--- src/rtl/nibble_serial_adder_pkg.sv ---
// Shared types and constants for the nibble-serial adder and its 4-bit CLA slice.
package nsa_pkg;

  localparam int NIB_W = 4;

  typedef enum logic [1:0] {
    IDLE = 2'd0,
    CALC = 2'd1,
    DONE = 2'd2
  } state_t;

  // Ceiling log2 used at elaboration to size the nibble counter.
  function automatic int clog2(input int value);
    int bits;
    bits = 0;
    for (int i = 0; i < 31; i++) begin
      if ((1 << i) < value) bits = i + 1;
    end
    return bits;
  endfunction

endpackage

--- src/rtl/nibble_serial_adder_if.sv ---
// Operand/result handshake bundle; NIBBLE_SERIAL_SUB_EN adds the sub request bit.
interface nibble_serial_adder_if #(
  parameter int WIDTH = 32
);

  logic             in_valid;
  logic             in_ready;
  logic [WIDTH-1:0] a;
  logic [WIDTH-1:0] b;
  logic             cin;
`ifdef NIBBLE_SERIAL_SUB_EN
  logic             sub;
`endif
  logic             out_valid;
  logic             out_ready;
  logic [WIDTH-1:0] sum;
  logic             cout;
  logic             ovf;

  modport master (
    output in_valid, a, b, cin, out_ready,
`ifdef NIBBLE_SERIAL_SUB_EN
    output sub,
`endif
    input  in_ready, out_valid, sum, cout, ovf
  );

  modport slave (
    input  in_valid, a, b, cin, out_ready,
`ifdef NIBBLE_SERIAL_SUB_EN
    input  sub,
`endif
    output in_ready, out_valid, sum, cout, ovf
  );

endinterface

--- src/rtl/nibble_serial_adder_cla4_slice.sv ---
// Combinational 4-bit carry-lookahead slice with group generate/propagate outputs.
module cla4_slice (
  input  logic [3:0] a,
  input  logic [3:0] b,
  input  logic       c0,
  output logic [3:0] s,
  output logic       c4,
  output logic       gg,
  output logic       gp
);

  logic [3:0] g;
  logic [3:0] p;
  logic       c1;
  logic       c2;
  logic       c3;

  assign g  = a & b;
  assign p  = a ^ b;

  assign c1 = g[0] | (p[0] & c0);
  assign c2 = g[1] | (p[1] & g[0]) | (p[1] & p[0] & c0);
  assign c3 = g[2] | (p[2] & g[1]) | (p[2] & p[1] & g[0]) | (p[2] & p[1] & p[0] & c0);

  assign gg = g[3] | (p[3] & g[2]) | (p[3] & p[2] & g[1]) | (p[3] & p[2] & p[1] & g[0]);
  assign gp = &p;
  assign c4 = gg | (gp & c0);

  assign s  = p ^ {c3, c2, c1, c0};

endmodule

--- src/rtl/nibble_serial_adder.sv ---
// WIDTH-bit adder that pushes one nibble per cycle through a 4-bit CLA slice.
// Build with NIBBLE_SERIAL_SUB_EN to add a subtract request (sum = a - b).
module nibble_serial_adder
  import nsa_pkg::*;
#(
  parameter int WIDTH = 32
) (
  input logic                  clk,
  input logic                  rst,
  nibble_serial_adder_if.slave bus
);

  localparam int NIBS  = WIDTH / NIB_W;
  localparam int CNT_W = clog2(NIBS);

  state_t             state_q;
  state_t             state_d;
  logic [WIDTH-1:0]   a_sh;
  logic [WIDTH-1:0]   b_sh;
  logic [WIDTH-1:0]   sum_sh;
  logic               carry_q;
  logic               ovf_q;
  logic [CNT_W-1:0]   cnt_q;

  logic [NIB_W-1:0]   slice_s;
  logic               slice_c4;
  logic               slice_gg_unused;
  logic               slice_gp_unused;

  logic [WIDTH-1:0]   b_load;
  logic               carry_load;
  logic               last_nib;

`ifdef NIBBLE_SERIAL_SUB_EN
  // Subtraction is a + ~b + 1, so the incoming cin is overridden.
  assign b_load     = bus.sub ? ~bus.b : bus.b;
  assign carry_load = bus.sub | bus.cin;
`else
  assign b_load     = bus.b;
  assign carry_load = bus.cin;
`endif

  assign last_nib = (cnt_q == CNT_W'(NIBS - 1));

  cla4_slice u_slice (
    .a  (a_sh[NIB_W-1:0]),
    .b  (b_sh[NIB_W-1:0]),
    .c0 (carry_q),
    .s  (slice_s),
    .c4 (slice_c4),
    .gg (slice_gg_unused),
    .gp (slice_gp_unused)
  );

  // NOTE: every signal written in always_comb gets a default first, so no path leaves it unassigned and no latch is inferred.
  always_comb begin
    state_d = state_q;
    unique case (state_q)
      IDLE:    if (bus.in_valid) state_d = CALC;
      CALC:    if (last_nib) state_d = DONE;
      DONE:    if (bus.out_ready) state_d = IDLE;
      default: state_d = IDLE;
    endcase
  end

  // NOTE: sequential state uses non-blocking assignments so every register samples pre-edge values.
  always_ff @(posedge clk) begin
    if (rst) state_q <= IDLE;
    else     state_q <= state_d;
  end

  // NOTE: the datapath registers are ordinary flops, so clearing them in reset is cheap and makes sum/cout/ovf read 0 after reset.
  always_ff @(posedge clk) begin
    if (rst) begin
      a_sh    <= '0;
      b_sh    <= '0;
      sum_sh  <= '0;
      carry_q <= 1'b0;
      ovf_q   <= 1'b0;
      cnt_q   <= '0;
    end else begin
      unique case (state_q)
        IDLE: begin
          if (bus.in_valid) begin
            a_sh    <= bus.a;
            b_sh    <= b_load;
            carry_q <= carry_load;
            cnt_q   <= '0;
          end
        end
        CALC: begin
          a_sh    <= a_sh >> NIB_W;
          b_sh    <= b_sh >> NIB_W;
          sum_sh  <= {slice_s, sum_sh[WIDTH-1:NIB_W]};
          carry_q <= slice_c4;
          cnt_q   <= cnt_q + 1'b1;
          // Carry into the MSB differs from carry out of it exactly on signed overflow.
          if (last_nib) ovf_q <= a_sh[NIB_W-1] ^ b_sh[NIB_W-1] ^ slice_s[NIB_W-1] ^ slice_c4;
        end
        default: ;
      endcase
    end
  end

  assign bus.in_ready  = (state_q == IDLE);
  assign bus.out_valid = (state_q == DONE);
  assign bus.sum       = sum_sh;
  assign bus.cout      = carry_q;
  assign bus.ovf       = ovf_q;

endmodule

--- src/flat_wrapper.sv ---
// flat-port wrapper written by rule: the top's interface ports become plain ports
module nibble_serial_adder_flat import nsa_pkg::*;
#(
  parameter int WIDTH = 32
)
  (clk, rst, bus_in_valid, bus_a, bus_b, bus_cin, bus_out_ready, bus_in_ready, bus_out_valid, bus_sum, bus_cout, bus_ovf);
  nibble_serial_adder_if #(.WIDTH(WIDTH)) bus_i ();
  input logic clk;
  input logic rst;
  input wire logic [$bits(bus_i.in_valid)-1:0] bus_in_valid;
  input wire logic [$bits(bus_i.a)-1:0] bus_a;
  input wire logic [$bits(bus_i.b)-1:0] bus_b;
  input wire logic [$bits(bus_i.cin)-1:0] bus_cin;
  input wire logic [$bits(bus_i.out_ready)-1:0] bus_out_ready;
  output wire logic [$bits(bus_i.in_ready)-1:0] bus_in_ready;
  output wire logic [$bits(bus_i.out_valid)-1:0] bus_out_valid;
  output wire logic [$bits(bus_i.sum)-1:0] bus_sum;
  output wire logic [$bits(bus_i.cout)-1:0] bus_cout;
  output wire logic [$bits(bus_i.ovf)-1:0] bus_ovf;
  assign bus_i.in_valid = bus_in_valid;
  assign bus_i.a = bus_a;
  assign bus_i.b = bus_b;
  assign bus_i.cin = bus_cin;
  assign bus_i.out_ready = bus_out_ready;
  assign bus_in_ready = bus_i.in_ready;
  assign bus_out_valid = bus_i.out_valid;
  assign bus_sum = bus_i.sum;
  assign bus_cout = bus_i.cout;
  assign bus_ovf = bus_i.ovf;
  nibble_serial_adder #(.WIDTH(WIDTH)) u_core (.clk(clk), .rst(rst), .bus(bus_i));
endmodule
--- config.mk ---
export PLATFORM = sky130hd
export DESIGN_NAME = nibble_serial_adder_flat
export DESIGN_NICKNAME = d
export VERILOG_FILES = /design/src/rtl/nibble_serial_adder_pkg.sv /design/src/rtl/nibble_serial_adder_if.sv /design/src/rtl/nibble_serial_adder_cla4_slice.sv /design/src/rtl/nibble_serial_adder.sv /design/src/flat_wrapper.sv
export SDC_FILE = /design/constraint.sdc
export NUM_CORES = 1
export LEC_CHECK = 0
export CAP_MARGIN = 15
export CORE_ASPECT_RATIO = 1.1
export CORE_MARGIN = 2
export CORE_UTILIZATION = 38
export CTS_CLUSTER_SIZE = 16
export DETAILED_ROUTE_END_ITERATION = 6
export PLACE_DENSITY = 0.67
export SYNTH_ARGS = -nofsm -noshare
export SYNTH_HDL_FRONTEND = slang
export SYNTH_SLANG_ARGS = --single-unit
export TNS_END_PERCENT = 30
--- constraint.sdc ---
create_clock -name clk -period 1.7 [get_ports clk]
set_input_delay 0.255 -clock clk [delete_from_list [all_inputs] [get_ports clk]]
set_output_delay 0.255 -clock clk [all_outputs]
set_load 0.02 [all_outputs]
==> impl_metrics.env <==
export IMPL_drt_iter0_markers=224
export IMPL_gr_usage_met1_pct=24.76
export IMPL_diodes=0
export IMPL_r2r_slack_ns=0.03
export IMPL_grt_pass1_vias=4109
export IMPL_seq_area_frac_synth_pct=44.49
export IMPL_cp_max_fo=4
export IMPL_power_total_w=0.005642
export IMPL_min_period_ns=1.669
export IMPL_slew_viol_final=0
export IMPL_place_congestion=0.8230
export IMPL_grt_max_degree=50
export IMPL_synth_edff_count=0
export IMPL_cts_root_buffer="clkbuf_16"
export IMPL_syn_avg_cell_area_sq_um=7.763
export IMPL_ir_worst_vdd_v=0.0007295
export IMPL_grtUsageTotal_pct=18.20
export IMPL_cts_max_path_buffers=2
export IMPL_syn_cell_area_sq_um=4634
export IMPL_htree_levels=3
export IMPL_nFillCells=1200
export IMPL_timing_rr_start="u_core.b_sh[0]"
export IMPL_period_share_pct=98.19
export IMPL_yosys_warnings=0
export IMPL_relSlewSlack_pct=74.01
export IMPL_status="completed"
export IMPL_powerDensity_nw_per_um2=931.4
export IMPL_wl_mm=11.57
export IMPL_hold_path_startpoint="rst"
export IMPL_final_layout_size_suffix_gt1_share_pct=6.433
export IMPL_clock_latency_ns=0.34
export IMPL_met3_usage_pct=3.639
export IMPL_cp_end_kind="flip-flop"
export IMPL_row_count=42
export IMPL_core_area_sq_um=11980
export IMPL_rr_worst_depth=5
export IMPL_cts_hold_buffers=0
export IMPL_die_area_sq_um=13100
export IMPL_final_hold_viol_count=0
export IMPL_max_cap_viol_count=0
export IMPL_cts_tree="done"
export IMPL_dp_cells=823
export IMPL_area_growth_pct=30.72
export IMPL_antenna_found_initial=0
export IMPL_fin_skew_ns=0.006295
export IMPL_setup_viol=0
export IMPL_leakagePower_nw=2.460
export IMPL_tightest_slew_ns=0.3898
export IMPL_holdCritPathClass="in -> reg"
export IMPL_grtUsageMet2_pct=29.15
export IMPL_timing_rr_end="u_core.bus.cout"
export IMPL_hold_depth=2
export IMPL_synth_async_reset_ratio_pct=0
export IMPL_cp_required_ns=1.91
export IMPL_initial_core_util_pct=38.68
export IMPL_numPortBuffers=104
export IMPL_vias=4277
export IMPL_cts_reportedPaths_clkPinSlew_ns=0.07
export IMPL_hold_end="u_core.b_sh[29]"
export IMPL_clock_sinks=103
export IMPL_critical_path_class="reg -> reg"
export IMPL_finalNetCount=756
export IMPL_fin_cells=838
export IMPL_cp_startpoint="u_core.b_sh[0]"
export IMPL_grt_busiest_layer="met2"
export IMPL_first_pass_iters=4
export IMPL_yosysUniqueCellTypes=34
export IMPL_wl_per_cell_um=13.81
export IMPL_fmax_mhz=599.1
export IMPL_synthCells=597
export IMPL_ys_seq_elements=103
export IMPL_critPathArrivalTime_ns=1.88
export IMPL_drc_errors=0
export IMPL_syn_nets=673
export IMPL_pin_count=105
export IMPL_ant_nets=0
export IMPL_die_w_um=109.3
export IMPL_finalSetupTns_ns=0
export IMPL_die_h_um=119.8
export IMPL_viasPerCell=5.104
export IMPL_cts_made_buffers=9
export IMPL_rsz0062_at_grt="yes"
export IMPL_ys_flop_type="dfxtp_1"
export IMPL_critPathLaunchType="flip-flop"
export IMPL_grt_overflow=0
export IMPL_grt_pass1_wl_mm=19.28
export IMPL_dp_hpwl_mm=8.189
==> repair_timing <==
item / in CTS / in global routing
cloned: 0 / 0
setup endpoints to repair: 2 / 11
buffers inserted: 0 / 0
gates resized for setup: 2 / 3
==> cells in the mapped netlist, types with 3 or more instances <==
| library cell | n | share of area (%) |
|---|---|---|
| inv_1 | 5 | 0.41 |
| a21oi_1 | 34 | 3.7 |
| o22ai_1 | 3 | 0.41 |
| ha_1 | 6 | 1.6 |
| nand2_1 | 58 | 4.7 |
| buf_6 | 6 | 1.5 |
| nor3_1 | 56 | 6.0 |
| dfxtp_1 | 103 | 44 |
| a211oi_1 | 6 | 0.97 |
| a22oi_1 | 8 | 1.3 |
| nor2b_1 | 8 | 1.1 |
| clkbuf_1 | 16 | 1.3 |
| buf_4 | 4 | 0.65 |
| a2bb2oi_1 | 57 | 11 |
| buf_2 | 26 | 2.8 |
| nor2_1 | 179 | 14 |
==> critical path, cell delays in order (launching register included) <==
cell	delay [ns]
dfxtp_1	0.32
ha_1	0.31
a211oi_1	0.33
o21bai_1	0.21
a211oi_1	0.31
nor3_1	0.07
==> cells in the final DEF (no fill, tap or decap), drive strengths merged, types with 7 or more instances in the layout <==
cell type,count
nor2,181
dfxtp,103
clkdlybuf4s50,99
nand2,58
a2bb2oi,57
nor3,56
a21oi,34
buf,22
clkbuf,11
a22oi,8
nor2b,8
inv,7
==> stage by stage <==
stage / util [%] / worst slack (ns) / hold WS [ns] / cell area (sq um)
6_report: 50.56 / 0.03079 / 0.3210 / 6058
5_1_grt: 50.56 / -0.06843 / 0.3499 / 6058
4_1_cts: 50.49 / 0.02135 / 0.3133 / 6050
3_5_place_dp: 48.22 / 0.04254 / 0.4497 / 5778
3_3_place_gp: 48.22 / 0.1421 / 0.4461 / 5778
2_1_floorplan: - / 0.2412 / 0.4033 / 4634
==> cell families after synthesis <==
logic type      Yosys count  share of synthesized area [%]
compound gates          115                          18.17
fa+ha+maj                 7                          2.052
flops                   103                          44.49
buf+inv                  58                          6.695
xor+xnor                  1                         0.1890
simple gates            312                          28.19
mux                       1                         0.2160
==> how the worst max path moves through the flow <==
stage	endpoint	slack, ns
detailed placement	u_core.bus.cout	0.04
global route	u_core.bus.cout	-0.07
floorplan	u_core.bus.sum[31]	0.24
CTS	u_core.bus.cout	0.02
global placement	u_core.bus.cout	0.14
finish	u_core.bus.cout	0.03
==> registers in the layout, indices dropped and copies added (netlist names) <==
name             flops
u_core.b_sh         32
u_core.bus.cout      1
u_core.bus.sum      32
u_core.cnt_q         3
u_core.bus.ovf       1
u_core.state_q       2
u_core.a_sh         32
==> layer usage <==
metal  share of wire, %  up-vias
met2                 46      102
met5                  0        -
met4                1.3        0
met1                 48     1979
met3                4.9       13
li1                   -     2183
==> report_power, final <==
| part | total [W] | leakage, nW | switching (W) | internal, W |
|---|---|---|---|---|
| sequential | 0.00268 | 0.848 | 0.000106 | 0.00258 |
| combinational | 0.00105 | 1.49 | 0.000510 | 0.000538 |
| clock | 0.00191 | 0.124 | 0.000881 | 0.00103 |
==> cell type report <==
class	instances	area (sq um)	area share [%]
repair buffers	124	1237	20.43
well taps	154	192.7	3.181
multi-input cells	436	2267	37.42
inverters	6	22.52	0.3717
clock inverters	4	31.28	0.5163
flip-flops and latches	103	2064	34.08
clock buffers	11	242.7	4.007
Power figures use the tool's default switching activity.
